**src/rtl/adc_scan_scheduler_if.sv**
```systemverilog
// Interface between the scan scheduler and the ADC/opamp Control FSM.
//
// Handshake (level based, one request at a time):
//   The scheduler raises exactly one req_* only while Control reports
//   ctrl_idle=1. Control acknowledges by dropping ctrl_idle; the scheduler
//   drops the request on that same edge. For a conversion, Control then
//   pulses data_ready once the result is readable, and the transaction is
//   complete when ctrl_idle returns to 1. A reconfig completes when
//   ctrl_idle returns to 1 after the acknowledge.
//
// Signals:
//   req_adc1, req_adc2, req_reconfig : scheduler -> Control, level requests
//   ctrl_idle                        : Control -> scheduler, Control waiting
//   data_ready                       : Control -> scheduler, result readable
interface adc_scan_scheduler_if;
  logic req_adc1;
  logic req_adc2;
  logic req_reconfig;
  logic ctrl_idle;
  logic data_ready;

  modport master (
    output req_adc1,
    output req_adc2,
    output req_reconfig,
    input  ctrl_idle,
    input  data_ready
  );

  modport slave (
    input  req_adc1,
    input  req_adc2,
    input  req_reconfig,
    output ctrl_idle,
    output data_ready
  );
endinterface

```
**src/rtl/adc_scan_scheduler.sv**
```systemverilog
// Periodic ADC scan scheduler sitting on top of the ADC/opamp Control FSM.
// A timer schedules scans of the channels enabled in chan_mask (ADC1, then
// ADC2); reconfig requests are dispatched between scans; a watchdog abandons
// any sequence stuck too long in one state.
//
// Ports:
//   clk, rst       clock, asynchronous active-high reset
//   enable         periodic scanning on
//   period         scan period in cycles (0 behaves as 1)
//   chan_mask      bit0 = ADC1, bit1 = ADC2, sampled when a scan starts
//   reconfig_req   1-cycle pulse requesting a reconfiguration
//   err_clr        1-cycle pulse clearing timeout_err and overrun
//   ctrl           handshake with Control (master side)
//   busy           FSM not idle
//   scan_done      1-cycle pulse when a scan completes
//   reconfig_done  1-cycle pulse when a reconfig completes
//   sample_cnt     number of completed scans (wraps)
//   timeout_err    sticky, watchdog fired
//   overrun        sticky, timer ticked while a scan was still pending
//   state_dbg      current FSM state encoding
module adc_scan_scheduler #(
  parameter int PERIOD_W = 16,
  parameter int TIMEOUT  = 50000,
  parameter int TO_W     = 16
) (
  input  logic                clk,
  input  logic                rst,
  input  logic                enable,
  input  logic [PERIOD_W-1:0] period,
  input  logic [1:0]          chan_mask,
  input  logic                reconfig_req,
  input  logic                err_clr,
  adc_scan_scheduler_if.master ctrl,
  output logic                busy,
  output logic                scan_done,
  output logic                reconfig_done,
  output logic [15:0]         sample_cnt,
  output logic                timeout_err,
  output logic                overrun,
  output logic [2:0]          state_dbg
);

  typedef enum logic [2:0] {
    S_IDLE   = 3'd0,
    S_R_REQ  = 3'd1,
    S_R_WAIT = 3'd2,
    S_C_REQ  = 3'd3,
    S_C_DATA = 3'd4,
    S_C_END  = 3'd5
  } state_t;

  // The forced exit happens on the edge where the counter would reach
  // TIMEOUT-1, so no state is occupied for more than TIMEOUT-1 cycles.
  localparam logic [TO_W-1:0] WD_LAST = TO_W'(TIMEOUT - 2);

  state_t              state, state_d;
  logic [PERIOD_W-1:0] timer, period_m1;
  logic                tick;
  logic                scan_pend, rcfg_pend;
  logic [1:0]          mask_q, mask_d;
  logic                ch_q, ch_d;      // channel being converted: 0 = ADC1, 1 = ADC2
  logic [TO_W-1:0]     wd;
  logic                wd_fire;
  logic                scan_start, scan_fin, rcfg_fin;

  assign period_m1 = (period == '0) ? '0 : period - PERIOD_W'(1);
  assign tick      = enable && (timer == period_m1);
  assign wd_fire   = (state != S_IDLE) && (wd == WD_LAST);
  assign busy      = (state != S_IDLE);
  assign state_dbg = state;

  always_ff @(posedge clk or posedge rst) begin
    if (rst)          timer <= '0;
    else if (!enable) timer <= '0;
    else if (tick)    timer <= '0;
    else              timer <= timer + PERIOD_W'(1);
  end

  always_comb begin
    state_d    = state;
    mask_d     = mask_q;
    ch_d       = ch_q;
    scan_start = 1'b0;
    scan_fin   = 1'b0;
    rcfg_fin   = 1'b0;
    case (state)
      S_IDLE: begin
        if (ctrl.ctrl_idle) begin
          if (rcfg_pend) begin
            state_d = S_R_REQ;
          end else if (scan_pend) begin
            scan_start = 1'b1;
            mask_d     = chan_mask;
            if (chan_mask[0]) begin
              state_d = S_C_REQ;
              ch_d    = 1'b0;
            end else if (chan_mask[1]) begin
              state_d = S_C_REQ;
              ch_d    = 1'b1;
            end
          end
        end
      end
      S_R_REQ:  if (!ctrl.ctrl_idle) state_d = S_R_WAIT;
      S_R_WAIT: begin
        if (ctrl.ctrl_idle) begin
          state_d  = S_IDLE;
          rcfg_fin = 1'b1;
        end
      end
      S_C_REQ:  if (!ctrl.ctrl_idle) state_d = S_C_DATA;
      S_C_DATA: if (ctrl.data_ready) state_d = S_C_END;
      S_C_END: begin
        if (ctrl.ctrl_idle) begin
          if (!ch_q && mask_q[1]) begin
            state_d = S_C_REQ;
            ch_d    = 1'b1;
          end else begin
            state_d  = S_IDLE;
            scan_fin = 1'b1;
          end
        end
      end
      default: state_d = S_IDLE;
    endcase
    // Watchdog overrides everything: abandoned work reports no completion.
    if (wd_fire) begin
      state_d  = S_IDLE;
      scan_fin = 1'b0;
      rcfg_fin = 1'b0;
    end
  end

  always_ff @(posedge clk or posedge rst) begin
    if (rst) begin
      state             <= S_IDLE;
      mask_q            <= '0;
      ch_q              <= 1'b0;
      ctrl.req_adc1     <= 1'b0;
      ctrl.req_adc2     <= 1'b0;
      ctrl.req_reconfig <= 1'b0;
      scan_done         <= 1'b0;
      reconfig_done     <= 1'b0;
      sample_cnt        <= '0;
      wd                <= '0;
    end else begin
      state             <= state_d;
      mask_q            <= mask_d;
      ch_q              <= ch_d;
      // Requests follow the next state so they rise on the entry edge
      // (when ctrl_idle was 1) and fall on the acknowledge edge.
      ctrl.req_adc1     <= (state_d == S_C_REQ) && !ch_d;
      ctrl.req_adc2     <= (state_d == S_C_REQ) && ch_d;
      ctrl.req_reconfig <= (state_d == S_R_REQ);
      scan_done         <= scan_fin;
      reconfig_done     <= rcfg_fin;
      if (scan_fin) sample_cnt <= sample_cnt + 16'd1;
      if ((state_d != state) || (state == S_IDLE)) wd <= '0;
      else                                         wd <= wd + TO_W'(1);
    end
  end

  // Pending flags and sticky errors: a set in the same cycle as a clear wins.
  always_ff @(posedge clk or posedge rst) begin
    if (rst) begin
      scan_pend   <= 1'b0;
      rcfg_pend   <= 1'b0;
      overrun     <= 1'b0;
      timeout_err <= 1'b0;
    end else begin
      if (tick)            scan_pend <= 1'b1;
      else if (scan_start) scan_pend <= 1'b0;

      if (reconfig_req)  rcfg_pend <= 1'b1;
      else if (rcfg_fin) rcfg_pend <= 1'b0;

      if (tick && scan_pend) overrun <= 1'b1;
      else if (err_clr)      overrun <= 1'b0;

      if (wd_fire)      timeout_err <= 1'b1;
      else if (err_clr) timeout_err <= 1'b0;
    end
  end

endmodule

```
**src/flat_wrapper.sv**
```systemverilog
// flat-port wrapper written by rule: the top's interface ports become plain ports
module adc_scan_scheduler_flat 
#(
  parameter int PERIOD_W = 16,
  parameter int TIMEOUT  = 50000,
  parameter int TO_W     = 16
)
  (clk, rst, enable, period, chan_mask, reconfig_req, err_clr, busy, scan_done, reconfig_done, sample_cnt, timeout_err, overrun, state_dbg, ctrl_req_adc1, ctrl_req_adc2, ctrl_req_reconfig, ctrl_ctrl_idle, ctrl_data_ready);
  adc_scan_scheduler_if ctrl_i ();
  input  logic clk;
  input  logic rst;
  input  logic enable;
  input  logic [PERIOD_W-1:0] period;
  input  logic [1:0] chan_mask;
  input  logic reconfig_req;
  input  logic err_clr;
  output logic busy;
  output logic scan_done;
  output logic reconfig_done;
  output logic [15:0] sample_cnt;
  output logic timeout_err;
  output logic overrun;
  output logic [2:0] state_dbg;
  output wire logic [$bits(ctrl_i.req_adc1)-1:0] ctrl_req_adc1;
  output wire logic [$bits(ctrl_i.req_adc2)-1:0] ctrl_req_adc2;
  output wire logic [$bits(ctrl_i.req_reconfig)-1:0] ctrl_req_reconfig;
  input wire logic [$bits(ctrl_i.ctrl_idle)-1:0] ctrl_ctrl_idle;
  input wire logic [$bits(ctrl_i.data_ready)-1:0] ctrl_data_ready;
  assign ctrl_req_adc1 = ctrl_i.req_adc1;
  assign ctrl_req_adc2 = ctrl_i.req_adc2;
  assign ctrl_req_reconfig = ctrl_i.req_reconfig;
  assign ctrl_i.ctrl_idle = ctrl_ctrl_idle;
  assign ctrl_i.data_ready = ctrl_data_ready;
  adc_scan_scheduler #(.PERIOD_W(PERIOD_W), .TIMEOUT(TIMEOUT), .TO_W(TO_W)) u_core (.clk(clk), .rst(rst), .enable(enable), .period(period), .chan_mask(chan_mask), .reconfig_req(reconfig_req), .err_clr(err_clr), .ctrl(ctrl_i), .busy(busy), .scan_done(scan_done), .reconfig_done(reconfig_done), .sample_cnt(sample_cnt), .timeout_err(timeout_err), .overrun(overrun), .state_dbg(state_dbg));
endmodule
```
**config.mk**
```make
export PLATFORM = sky130hd
export DESIGN_NAME = adc_scan_scheduler_flat
export DESIGN_NICKNAME = d
export VERILOG_FILES = /design/src/rtl/adc_scan_scheduler_if.sv /design/src/rtl/adc_scan_scheduler.sv /design/src/flat_wrapper.sv
export SDC_FILE = /design/constraint.sdc
export NUM_CORES = 1
export LEC_CHECK = 0
export CORE_UTILIZATION = 40
export DETAILED_ROUTE_END_ITERATION = 7
export GPL_TIMING_DRIVEN = 0
export HOLD_SLACK_MARGIN = 0.15
export PLACE_DENSITY = 0.63
export SYNTH_ARGS = -nofsm -noshare
export SYNTH_HDL_FRONTEND = slang
export SYNTH_SLANG_ARGS = --single-unit
```
**constraint.sdc**
```tcl
create_clock -name clk -period 5.1 [get_ports clk]
set_input_delay 0.765 -clock clk [delete_from_list [all_inputs] [get_ports clk]]
set_output_delay 0.765 -clock clk [all_outputs]
set_load 0.02 [all_outputs]
```
# Yosys cells after proc, flatten, opt, wreduce, memory -nomap -nowiden
# Index checks and enable logic that the tools add are counted.
[totals] regBits=63 inputBits=25 out_inout_bits=27 wordCells=90
[op_classes] add_sub_neg=4 n_eq_ne=10 n_mux=43 bitwise=1 n_reduce_logical=17
[ops] operator="2-to-1 mux 16 bit" n=4
[ops] operator="adder 16 x 1 -> 16 bit (second input constant)" n=3
[ops] operator="2-to-1 mux 3 bit" n=11
[ops] operator="2-to-1 mux 1 bit" n=25
[ops] operator="one-hot mux 3 bit (6 select lines)" n=1
[ops] operator="equality test 16 bit" n=1
[ops] operator="equality test 16 bit (second input constant)" n=1
[ops] operator="logical NOT 16 bit" n=1
[ops] operator="subtractor 16 x 1 -> 16 bit (second input constant)" n=1
[ops] operator="equality test 3 x 2 -> 1 bit (second input constant)" n=3
[ops] operator="nonzero test 2 bit" n=4
[ops] operator="equality test 3 x 1 -> 1 bit (second input constant)" n=2
[ops] operator="equality test 3 bit (second input constant)" n=2
[ops] operator="logical AND 1 bit" n=6
[ops] operator="AND reduction 4 bit" n=1
[ops] operator="logical NOT 3 bit" n=1
[ops] operator="inequality test 3 bit" n=1
[ops] operator="nonzero test 3 bit" n=1
[ops] operator="logical NOT 1 bit" n=2
[ops] operator="2-to-1 mux 2 bit" n=1
[ops] operator="one-hot mux 1 bit (2 select lines)" n=1
[ops] operator="logical OR 1 bit" n=1
[ops] operator="inverter 1 bit" n=1

# Depth between registers and ports, before layout
# Gate-level depths: netlist of the first run.
[depth] ltp_word=10 depth_mapped=11 ltp_nobuf=9

# Least setup slack after synthesis of the first run
# No wires, ideal clock.
[synth_path] path_kind="in2reg" from="input period[0]" to="register u_core.timer[10]" setup_ns=0.126 t_arrival_ns=3.231 required_ns=4.974 path_slack_ns=1.743 stages=10 path_buffers=1 cell_sequence="inv_1 -> ha_1 -> or4b_2 -> nor4_1 -> a21oi_1 -> o32ai_1 -> nand4_1 -> nor4_4 -> buf_6 -> a21oi_1"
[synth_between] elab_chain_len=6 elab_cells_between_ends=7 classes_between="1 x add/sub; 1 x eq/ne; 3 x mux; 2 x reduce/logical"
[synth_rtl] element="start, declared" line_no="flat_wrapper.sv:13" text="input logic [PERIOD_W-1:0] period;"
[synth_rtl] element="subtractor 16 x 1 -> 16 bit or logical NOT 16 bit (tied branches)" line_no="adc_scan_scheduler.sv:66" text="assign period_m1 = (period == '0) ? '0 : period - PERIOD_W'(1);"
[synth_rtl] element="2-to-1 mux 16 bit (*)" line_no="adc_scan_scheduler.sv:66"
[synth_rtl] element="equality test 16 bit (*)" line_no="adc_scan_scheduler.sv:67" text="assign tick = enable && (timer == period_m1);"
[synth_rtl] element="logical AND 1 bit (*)" line_no="adc_scan_scheduler.sv:67"
[synth_rtl] element="2-to-1 mux 16 bit (*)" line_no="adc_scan_scheduler.sv:75" text="else if (tick) timer <= '0;"
[synth_rtl] element="2-to-1 mux 16 bit (*)" line_no="adc_scan_scheduler.sv:74" text="else if (!enable) timer <= '0;"
[synth_rtl] element="end signal, assigned" line_no="adc_scan_scheduler.sv:76" text="else timer <= timer + PERIOD_W'(1);"
[synth_rtl] element="end, declared" line_no="adc_scan_scheduler.sv:57" text="logic [PERIOD_W-1:0] timer, period_m1;"
# Mark *: on every way between the ends. The rest lies on a longest branch, timed or not.
# A chain may end at the register's enable or synchronous reset.

# Worst setup path in the final report of the first run
[layout_path] from="input period[0]" to="register u_core.timer[14]"
# The elaborated chain is that of the path after synthesis.

==> reports/qor.csv, run 1 <==
metric,value,unit
TritonCTS clock tree,built,
Starting Density,41.9,%
CTS buffer count,9,
DRC,0,
max cap viols,0,
reg-to-reg endpoint,u_core.wd[13],
Static Leak,0.00192,uW
ys async rst share,100,%
setup TNS,0,ns
cell count of the worst reg-to-reg path,9,
RSZ-0062 raised after global routing,no,
crit path DAT,4.51,ns
Overflow after GRT,0,
period utilization,84.1,%
register area,1550,sq um
Area contributors post-synth,"dfrtp_1 (42%), xnor2_1 (8.0%), xor2_1 (5.4%)",
worst-path fanout max,10,
sequential area share after synthesis,41.9,%
endpoint type of the worst setup path,flop,
Post-CTS Hold Buffers,0,
WL final,8140,microns
critical path's top delay family,simple AND/OR/NAND/NOR gates,
crit path max-delay cell type,nor4_1,
Clock Sinks,62,
vias in the first global route,2932,
library cells used by synthesis,57,
# IOs,52,
synthesized area per cell,9.04,sq um
first-pass GRT wire length,13800,microns
"most used cell, CP",a21oi_1,
dpl ws,0.481,ns
Worst setup endpoint,u_core.timer[14],
chip width,98.2,microns
status,completed,
Fillers,809,
Syn. warnings,0,
vias post-DR,3125,
Worst-path clk slew,0.07,ns
CTS Buffer Depth,2,
crit path buf inv count,3,
Critical Path Max Stage Delay,0.87,ns
Syn Nets,440,
CTS resizes,0,
most frequent cells in the layout,"dfrtp_1 (62), clkdlybuf4s50_1 (49), nor2_1 (45)",
Cell Rows,34,
Post-DP HPWL,6040,microns
ANT cells,0,
critical-path cell list,"clkdlybuf4s50_1, inv_1, ha_1, or4b_2, nor4_1, a21oi_1, o32ai_1, nand4_1, nor4_4, buf_6, a21oi_1",
Hold Fails Final Rpt,0,
#FFs+latches synth,62,
WP depth,11,
PwrDens,323,nW/um^2
Reg power frac,40.2,%
Clk pwr share,31.8,%
Tot GR Track Use,17.8,%
DR WL/cell,13.9,microns
max frequency,233,MHz
Main synth FF type,dfrtp_1,
Logic pwr share,28.1,%
Sw Pwr,478,uW
DR iter-0 viols,130,
Critical Path Source Type,primary input,
Die Y,98.2,microns
"reg-to-reg slack, setup",2.11,ns
"most common cell after layout, fill and taps aside",dfrtp_1,
final worst setup slack,0.812,ns
Syn Inst Count,410,
core area,8850,sq um
largest net degree at the start of global routing,40,
kind of critical path,in -> reg,
Fin Clk Skew,0.00658,ns
Pre-antenna DRT Iters,6,
VDD IR max,0.000222,V
initial antenna violation count,0,
worst skew pair latency,0.34,ns
I/O Buffers,49,
final setup vio count,0,
cell taking the most area after synthesis,dfrtp_1,
area grow syn2layout,23.4,%
total setup buffers inserted after CTS,0,
slew margin rel.,24.4,%
Reg2Reg Launch Point,u_core.state_dbg[1],
H-tree Lvls,3,
Die ar.,9650,sq um
CP required,5.32,ns
share of cells above drive strength 1,6.30,%
Via density,5.35,
Hold WC Path Type,reg -> reg,
Final min period,4.29,ns
"Cell Area, Synth",3700,sq um
Internal Power,997,uW
layout net count,501,
Setup crit start,period[0],
area of the multi-input gates,2020,sq um
global placer's final weighted congestion,0.838,
"EDFF count, synth",0,
CTS root buffer,clkbuf_8,
switching share of power,32.4,%
Synth top area share,41.9,%
ANT nets after route,0,
Worst-Margin Slew,1.12,ns
max-slew violation count,0,
-- worst min-delay path by stage --
stage,start,cells after the start,to
global placement,u_core.sample_cnt[15],1,u_core.sample_cnt[15]
detailed placement,u_core.sample_cnt[15],1,u_core.sample_cnt[15]
floorplan,u_core.wd[9],2,u_core.wd[9]
CTS,u_core.sample_cnt[15],1,u_core.sample_cnt[15]
finish,u_core.sample_cnt[15],1,u_core.sample_cnt[15]
global route,u_core.sample_cnt[15],1,u_core.sample_cnt[15]
-- worst register-to-register path, delay by kind of cell, from the launching register on --
kind            cells  cell delay [ns]
compound gates      1             0.19
xor+xnor            1             0.10
buf+inv             2             0.59
flops               1             0.38
simple gates        5             1.59
-- stage by stage --
stage                     cells  utilization, %  hold slack, ns  area [sq um]  power (uW)
after floorplan             410               -           0.503          3700         857
after global placement      567            48.9           0.457          4330        1010
after detailed placement    568            49.2           0.461          4350        1020
after CTS                   584            51.6           0.474          4560        1490
after global routing        584            51.7           0.494          4570        1560
final                       584            51.7           0.468          4570        1480
-- synth_stat cells, types with 2 or more instances --
| cell | instances |
|---|---|
| inv_1 | 15 |
| nor4b_1 | 3 |
| or4_1 | 6 |
| nor2_1 | 45 |
| mux2i_1 | 6 |
| o211ai_1 | 3 |
| o211a_1 | 2 |
| and2_1 | 2 |
| nor3_1 | 10 |
| nand3b_1 | 2 |
| nor2b_1 | 4 |
| o21ai_0 | 8 |
| dfrtp_1 | 62 |
| nor4_1 | 6 |
| xnor2_1 | 34 |
| nor4bb_1 | 2 |
| nand4_1 | 16 |
| or3_1 | 4 |
| nand2_1 | 43 |
| buf_1 | 2 |
| a21oi_1 | 25 |
| nand3_1 | 15 |
| nand2b_1 | 5 |
| mux2_2 | 3 |
| a21o_1 | 2 |
| xor2_1 | 23 |
| ha_1 | 5 |
| and4_1 | 5 |
| and3_1 | 9 |
| a31oi_1 | 3 |
| o22ai_1 | 2 |
| clkbuf_1 | 11 |
| buf_2 | 3 |
-- state kept, by name, summed over array words and instances (netlist names), 3 cells and up --
name	cells
u_core.state_dbg	3
u_core.wd	16
u_core.timer	16
u_core.sample_cnt	16
-- power by group through the flow --
stage	Clock, uW	Combinational [uW]	Sequential [uW]
2_1_floorplan	0	229	628
3_3_place_gp	0	410	600
3_5_place_dp	0	419	601
4_1_cts	479	419	592
5_1_grt	503	462	599
6_report	469	414	592
-- layer usage --
metal,vias up,share of wire (%),GRT usage (%)
met4,0,1.1,5.17
met5,-,0,0
met3,8,3.5,4.08
met1,1495,46,23.4
met2,50,50,29.5
li1,1572,-,-
-- cell families (layout without fill, tap and decap cells) --
family	count (synthesis)	in the layout	synth area share, %
AND/OR/NAND/NOR	182	182	25.5
flip-flops	62	62	41.9
AO/OA/AOI/OAI	61	61	10.6
XOR/XNOR	58	58	14.1
buffers and inverters	33	99	3.75
multiplexers	9	9	2.53
adder cells (fa/ha/maj)	5	5	1.69
-- final cells by class --
class	instances	share of cell area, %
multi-input cells	315	44.2
inverters	15	1.23
clock inverters	6	1.89
repair buffers	50	11.2
clock buffers	10	2.79
flip-flops and latches	62	33.9
plain buffers	18	1.81
well taps	108	2.96
No activity file was read; power rests on OpenSTA's default activity.
==> inputs of run 2 (changes only) <==
- clock period: 5.1 -> 4.24 ns (I/O delays scaled with it)
==> run 2 against run 1 <==
Net effect: routed wire length increased by 1.1%; count of clock-buffer cells in the layout unchanged; core utilization increased by 0.071 points; register-to-register slack got worse by 0.86 ns; clock power increased by 20%; clock skew about the same; power increased by 20%; critical endpoint unchanged; largest cell class unchanged; largest power group unchanged; highest routed layer unchanged.
==> reports/qor.csv, run 2 (same netlist as run 1, synthesis figures left out) <==
metric,value,unit
Sw Pwr,577,uW
Fin Clk Skew,0.00647,ns
max cap viols,0,
Starting Density,41.9,%
Internal Power,1200,uW
reg-to-reg endpoint,u_core.wd[13],
max-slew violation count,0,
CTS root buffer,clkbuf_8,
CTS buffer count,9,
switching share of power,32.5,%
chip width,98.2,microns
Clk pwr share,31.8,%
Reg2Reg Launch Point,u_core.state_dbg[1],
Die Y,98.2,microns
Reg power frac,40.1,%
Critical Path Source Type,primary input,
RSZ-0062 raised after global routing,no,
cell count of the worst reg-to-reg path,9,
Setup crit start,period[0],
hold path depth,1,
# IOs,52,
total setup buffers inserted after CTS,0,
Tot GR Track Use,17.8,%
H-tree Lvls,3,
WL final,8230,microns
CP required,4.46,ns
Die ar.,9650,sq um
Static Leak,0.00192,uW
slew margin rel.,48.1,%
Pre-antenna DRT Iters,6,
Hold Fails Final Rpt,0,
most frequent cells in the layout,"dfrtp_1 (62), clkdlybuf4s50_1 (49), nor2_1 (45)",
Worst-Margin Slew,0.776,ns
largest net degree at the start of global routing,40,
setup TNS,0,ns
Hold WC Path Type,reg -> reg,
register area,1550,sq um
DRC,0,
worst skew pair latency,0.34,ns
endpoint type of the worst setup path,flop,
PwrDens,388,nW/um^2
Fillers,810,
share of cells above drive strength 1,6.51,%
crit path DAT,4.06,ns
status,completed,
"most common cell after layout, fill and taps aside",dfrtp_1,
I/O Buffers,49,
ANT cells,0,
"reg-to-reg slack, setup",1.25,ns
vias post-DR,3117,
initial antenna violation count,0,
registers with the most flip-flops,"u_core.sample_cnt (16), u_core.timer (16), u_core.wd (16)",
CTS Buffer Depth,2,
vias in the first global route,2932,
period utilization,90.7,%
total chip power,1780,uW
Hold EP,u_core.sample_cnt[15],
Cell Rows,34,
TritonCTS clock tree,built,
Post-Route Utilization,51.7,%
VDD IR max,0.000267,V
Worst-path clk slew,0.07,ns
Overflow after GRT,0,
kind of critical path,in -> reg,
max frequency,260,MHz
Post-DP HPWL,6040,microns
DR WL/cell,14.1,microns
Via density,5.34,
ANT nets after route,0,
first-pass GRT wire length,13800,microns
Clock Sinks,62,
Final min period,3.84,ns
worst-path fanout max,10,
Logic pwr share,28.1,%
layout net count,501,
global placer's final weighted congestion,0.838,
DR iter-0 viols,130,
hold path start,u_core.sample_cnt[15],
final setup vio count,0,
area grow syn2layout,23.5,%
core area,8850,sq um
area of the multi-input gates,2030,sq um
[run 2: cell types whose count changed in the layout (fill, tap and decap cells not counted)]
cell / previous run / this run
nor4_1: 6 / 5
nor4_2: 0 / 1
[run 2: cell type report]
type                            instances  area share (%)
Buffer                                 18            1.80
Timing Repair Buffer                   50            11.2
Clock inverter                          6            1.89
Clock buffer                           10            2.79
Tap cell                              108            2.95
Multi-Input combinational cell        315            44.3
Sequential cell                        62            33.9
Inverter                               15            1.23
[run 2: metrics by stage]
stage	area, sq um	setup WS [ns]	hold WS (ns)	cells
after floorplan	3700	1.01	0.503	410
after global placement	4330	-0.220	0.457	567
after detailed placement	4350	-0.250	0.461	568
after CTS	4560	0.100	0.474	584
after global routing	4580	0.169	0.494	584
final	4580	0.396	0.468	584
[run 2: routing by layer]
metal  GRT usage [%]  vias to the layer above  routed length [microns]
met1            23.4                     1497                     3860
met2            29.5                       37                     4060
met3            4.08                        7                      222
met5               0                        -                        0
li1                -                     1576                        -
met4            5.17                        0                       92
[run 2: critical path, stage by stage]
cell and delay [ns]:
clkdlybuf4s50_1 0.51, inv_1 0.10, ha_1 0.28, or4b_2 0.66, nor4_2 0.54, a21oi_1 0.09
o32ai_1 0.21, nand4_1 0.19, nor4_4 0.54, buf_6 0.22, a21oi_1 0.08
[run 2: what timing repair did]
item / in CTS / in global routing
hold buffers: 0 / 0
endpoints found under the setup margin: 0 / 17
gates resized for setup: 0 / 1
[run 2: worst max-delay path by stage]
stage	end	depth (start not counted)
floorplan	u_core.timer[10]	10
CTS	u_core.timer[10]	11
global route	u_core.timer[10]	11
finish	u_core.timer[14]	11
detailed placement	u_core.timer[14]	11
global placement	u_core.timer[14]	11
[run 2: power groups by stage]
stage	Combinational, uW	Clock [uW]	Sequential, uW
floorplan	276	0	755
global placement	493	0	721
detailed placement	504	0	722
CTS	505	576	712
global route	556	605	721
finish	499	565	712
==> inputs of run 3 (changes only) <==
- CAP_MARGIN: default -> 20
- CORE_MARGIN: default -> 5
==> run 3 against run 2 <==
Net effect: clock power increased by 1%; final area increased by 0.82%; non-clock buffer count increased by 5; clock skew increased by 0.00081 ns; flip-flop and latch count unchanged; routed wire length increased by 2.3%; final cell count increased by 1.4%; sequential share of layout area decreased by 0.28 points; critical path type unchanged.
==> reports/qor.csv, run 3 (same netlist as run 1, synthesis figures left out) <==
metric,value,unit
status,completed,
ANT cells,0,
Reg2Reg Launch Point,u_core.state_dbg[1],
placed cells,572,
critical path's top delay family,simple AND/OR/NAND/NOR gates,
"most common cell after layout, fill and taps aside",dfrtp_1,
area grow syn2layout,24.6,%
crit path buf inv count,5,
slew margin rel.,54.3,%
first-pass GRT wire length,14500,microns
hold path depth,1,
Clock Sinks,62,
final setup vio count,0,
core area,9150,sq um
CP required,4.46,ns
H-tree Lvls,3,
max cap viols,0,
Hold WC Path Type,reg -> reg,
vias in the first global route,3084,
Starting Density,40.5,%
Critical Path Source Type,primary input,
"most used cell, CP",a21oi_1,
# IOs,52,
Fin Clk Skew,0.00728,ns
share of cells above drive strength 1,7.28,%
Tot GR Track Use,15.7,%
"reg-to-reg slack, setup",1.20,ns
Die ar.,11300,sq um
CTS Buffer Depth,2,
Pre-antenna DRT Iters,4,
kind of critical path,in -> reg,
WL final,8420,microns
Worst-Margin Slew,0.679,ns
DR iter-0 viols,132,
I/O Buffers,49,
initial antenna violation count,0,
period utilization,88.9,%
most frequent cells in the layout,"dfrtp_1 (62), clkdlybuf4s50_1 (49), nor2_1 (45)",
Critical Path Max Stage Delay,0.63,ns
Overflow after GRT,0,
Via density,5.20,
ANT nets after route,0,
RSZ-0062 raised after global routing,no,
Hold EP,u_core.sample_cnt[15],
crit path DAT,3.99,ns
hold path start,u_core.sample_cnt[15],
endpoint type of the worst setup path,flop,
chip width,106,microns
max frequency,265,MHz
CTS buffer count,9,
critical-path cell list,"clkdlybuf4s50_1, inv_1, ha_1, or4b_2, nor4_1, clkbuf_2, a21oi_1, o32ai_1, nand4_1, nor4_4, buf_4, buf_6, a21oi_1",
largest net degree at the start of global routing,33,
Cell Rows,35,
Worst-path clk slew,0.07,ns
worst-path fanout max,10,
Final min period,3.77,ns
PwrDens,387,nW/um^2
Die Y,106,microns
CTS root buffer,clkbuf_8,
registers with the most flip-flops,"u_core.sample_cnt (16), u_core.timer (16), u_core.wd (16)",
cell count of the worst reg-to-reg path,8,
tightest hold margin,0.478,ns
VDD IR max,0.000226,V
global placer's final weighted congestion,0.819,
Post-DP HPWL,6250,microns
vias post-DR,3080,
Static Leak,0.00194,uW
Final Non-Filler Cells,592,
crit path max-delay cell type,or4b_2,
layout net count,506,
max-slew violation count,0,
DRC,0,
DR WL/cell,14.2,microns
reg-to-reg endpoint,u_core.sample_cnt[15],
CTS resizes,0,
Hold Fails Final Rpt,0,
worst skew pair latency,0.34,ns
TritonCTS clock tree,built,
run 3: area by class of cell:
type                       count  area, sq um
timing repair buffer          55          549
clock buffer                   9          124
fill                         861         4540
inverter                      15         56.3
tap                          111          139
multi-input combinational    315         2010
clock inverter                 7         97.6
buffer                        18         82.6
sequential                    62         1550
run 3: worst register-to-register path: stages, from the launching register on:
cell             delay, ns
dfrtp_1               0.38
clkbuf_1              0.22
or3_1                 0.47
nor4b_1               0.20
clkdlybuf4s15_2       0.25
nor4bb_1              0.58
nand4_1               0.38
nor3_1                0.32
xor2_1                0.18
run 3: repair_timing:
action / CTS / global route
setup endpoints to repair: 0 / 1
hold buffers: 0 / 0
setup buffers: 0 / 3
run 3: metrics by stage:
step	setup slack (ns)	util (%)	setup TNS, ns	area [sq um]	total power, uW
floorplan	1.01	-	0	3700	1030
global placement	-0.235	47.4	-2.99	4330	1220
detailed placement	-0.268	47.7	-3.60	4370	1230
CTS	0.0893	50.1	0	4590	1800
global route	0.226	50.4	0	4610	1890
finish	0.470	50.4	0	4610	1790
run 3: power breakdown:
group          internal [uW]  total (uW)  switching, uW  leakage (uW)
registers                650         714           63.4      0.000846
logic                    218         502            283      0.000990
clock network            332         571            239      0.000106
run 3: worst max-delay path by stage:
stage / to / slack (ns) / start / cells past startpoint
floorplan: u_core.timer[10] / 1.01 / period[0] / 10
global placement: u_core.timer[6] / -0.24 / period[0] / 11
detailed placement: u_core.timer[14] / -0.27 / period[0] / 11
CTS: u_core.timer[5] / 0.09 / period[0] / 11
global route: u_core.timer[13] / 0.23 / period[0] / 13
finish: u_core.timer[10] / 0.47 / period[0] / 13
run 3: layer usage:
metal	part of all wire [%]	track usage, %
met5	0	0
met4	0.56	3.61
met3	2.8	3.10
met2	51	27.7
met1	46	19.8
==> patch: new RTL, flow settings as in run 3 <==
Make the reset (`rst`) synchronous in 3 clocked blocks. Comments in the files are not updated.
--- a/src/rtl/adc_scan_scheduler.sv
+++ b/src/rtl/adc_scan_scheduler.sv
@@ -69,7 +69,7 @@
   assign busy      = (state != S_IDLE);
   assign state_dbg = state;
 
-  always_ff @(posedge clk or posedge rst) begin
+  always_ff @(posedge clk) begin
     if (rst)          timer <= '0;
     else if (!enable) timer <= '0;
     else if (tick)    timer <= '0;
@@ -131,7 +131,7 @@
     end
   end
 
-  always_ff @(posedge clk or posedge rst) begin
+  always_ff @(posedge clk) begin
     if (rst) begin
       state             <= S_IDLE;
       mask_q            <= '0;
@@ -161,7 +161,7 @@
   end
 
   // Pending flags and sticky errors: a set in the same cycle as a clear wins.
-  always_ff @(posedge clk or posedge rst) begin
+  always_ff @(posedge clk) begin
     if (rst) begin
       scan_pend   <= 1'b0;
       rcfg_pend   <= 1'b0;
Function: differs if rst is asserted again (counterexample within 4 cycles, from zero or initial values and one cycle with rst high); with rst held inactive, the same outputs for 10 cycles.
==> patch against run 3 <==
Sequential cell count unchanged; routed wire length up 14%; sequential share of layout area down 6.4 points; clock skew down 0.0029 ns; register-to-register slack better by 0.40 ns; die area up 0.55%; setup slack worse by 0.24 ns; cell area down 1.2%; critical endpoint is now u_core.timer[7]; area after synthesis up 0.61%.
Power is not compared: it rests on default switching activity, and its combinational part moved more than twofold at a synthesized area within 25%.
==> patch: results (changes against run 3) <==
- Buffers on Ports: 46 (-6.1%)
- Post-synth ARST share: 0% (-100 points)
- Fin cells: 632 (+6.8%)
- DP Cell Count: 616 (+7.7%)
- Worst-margin pin slew: 0.696 ns (+0.0178 ns)
- Clk Latency, worst-skew pair: 0.34 ns (about the same)
- Routability congestion estimate from global placement: 0.915 (+12%)
- Synth Flop Type: dfxtp_1
- Global-route wire length before repair: 16,000 um (+10%)
- Outcome: completed
- Gr usage total: 17.1% (+1.4 points)
- Post-place setup slack: -0.0978 ns (+0.170 ns)
- Post-DR vias/cell: 5.64 (+8.4%)
- Net Count, Synth: 489 (+11%)
- Sequential area share after synthesis: 33.3% (-8.6 points)
- Post-DP HPWL: 7050 um (+13%)
- Largest net degree at the start of global routing: 11 (-67%)
- Cell variety after synth: 65 (+14%)
- Worst clock skew: 0.00436 ns (-0.00293 ns)
- Nets@finish: 546 (+7.9%)
- Critical path arrival: 4.24 ns (+0.25 ns)
- Fill count: 879 (+2.1%)
- Share of layout cells above drive strength 1: 6.14% (-1.1 points)
- Pre-antenna DRT Iters: 5 (+1)
- Cells after synthesis: 459 (+12%)
- Vias in the first global route: 3,411 (+11%)
-- patch: logic make-up (layout without fill, tap and decap cells) --
group,Yosys count,in the layout,share of synthesized area [%]
AO/OA/AOI/OAI,72,72,14.5
XOR/XNOR,49,49,11.9
adder cells (fa/ha/maj),5,5,1.68
buffers and inverters,44,106,5.14
flip-flops,62,62,33.3
multiplexers,3,3,0.806
AND/OR/NAND/NOR,224,224,32.7
-- patch: per-layer routing --
| layer | track usage (%) | vias up | routed length, um |
|---|---|---|---|
| li1 | - | 1779 | - |
| met1 | 22.8 | 1633 | 4370 |
| met2 | 25.6 | 129 | 4160 |
| met3 | 4.25 | 24 | 713 |
| met4 | 8.58 | 0 | 310 |
| met5 | 0 | - | 0 |
-- patch: layout make-up --
type	instances	area [um2]	share of cell area, %
multi-input cells	353	2290	50.3
flip-flops and latches	62	1240	27.2
repair buffers	46	460	10.1
clock buffers	13	169	3.70
well taps	111	139	3.05
plain buffers	27	128	2.80
clock inverters	3	65.1	1.43
inverters	17	63.8	1.40
-- patch: final timing paths --
kind	cells past startpoint	end	slack [ns]	start
setup / recovery	12	u_core.timer[7]	0.23	period[0]
hold / removal	2	u_core.timeout_err	0.48	u_core.timeout_err
setup reg to reg	7	u_core.wd[8]	1.60	u_core.state_dbg[2]
hold reg to reg	2	u_core.timeout_err	0.48	u_core.timeout_err
-- patch: through the flow --
step / cell area (um2) / utilization (%)
global placement: 4330 / 47.3
CTS: 4560 / 49.8
global route: 4560 / 49.8
detailed placement: 4330 / 47.3
finish: 4560 / 49.8
floorplan: 3730 / -
-- patch: critical path: cells and delay by family --
kind,cells,cell delay (ns)
and+or+nand+nor,5,1.50
buffers and inverters,4,1.15
AOI/OAI and AO/OA,2,0.70
adders and majority gates,1,0.27
-- patch: power by group --
group / switching, W / total, W / internal (W)
combinational: 0.0000660 / 0.000117 / 0.0000513
sequential: 0.00000375 / 0.000589 / 0.000585
clock: 0.000230 / 0.000609 / 0.000379
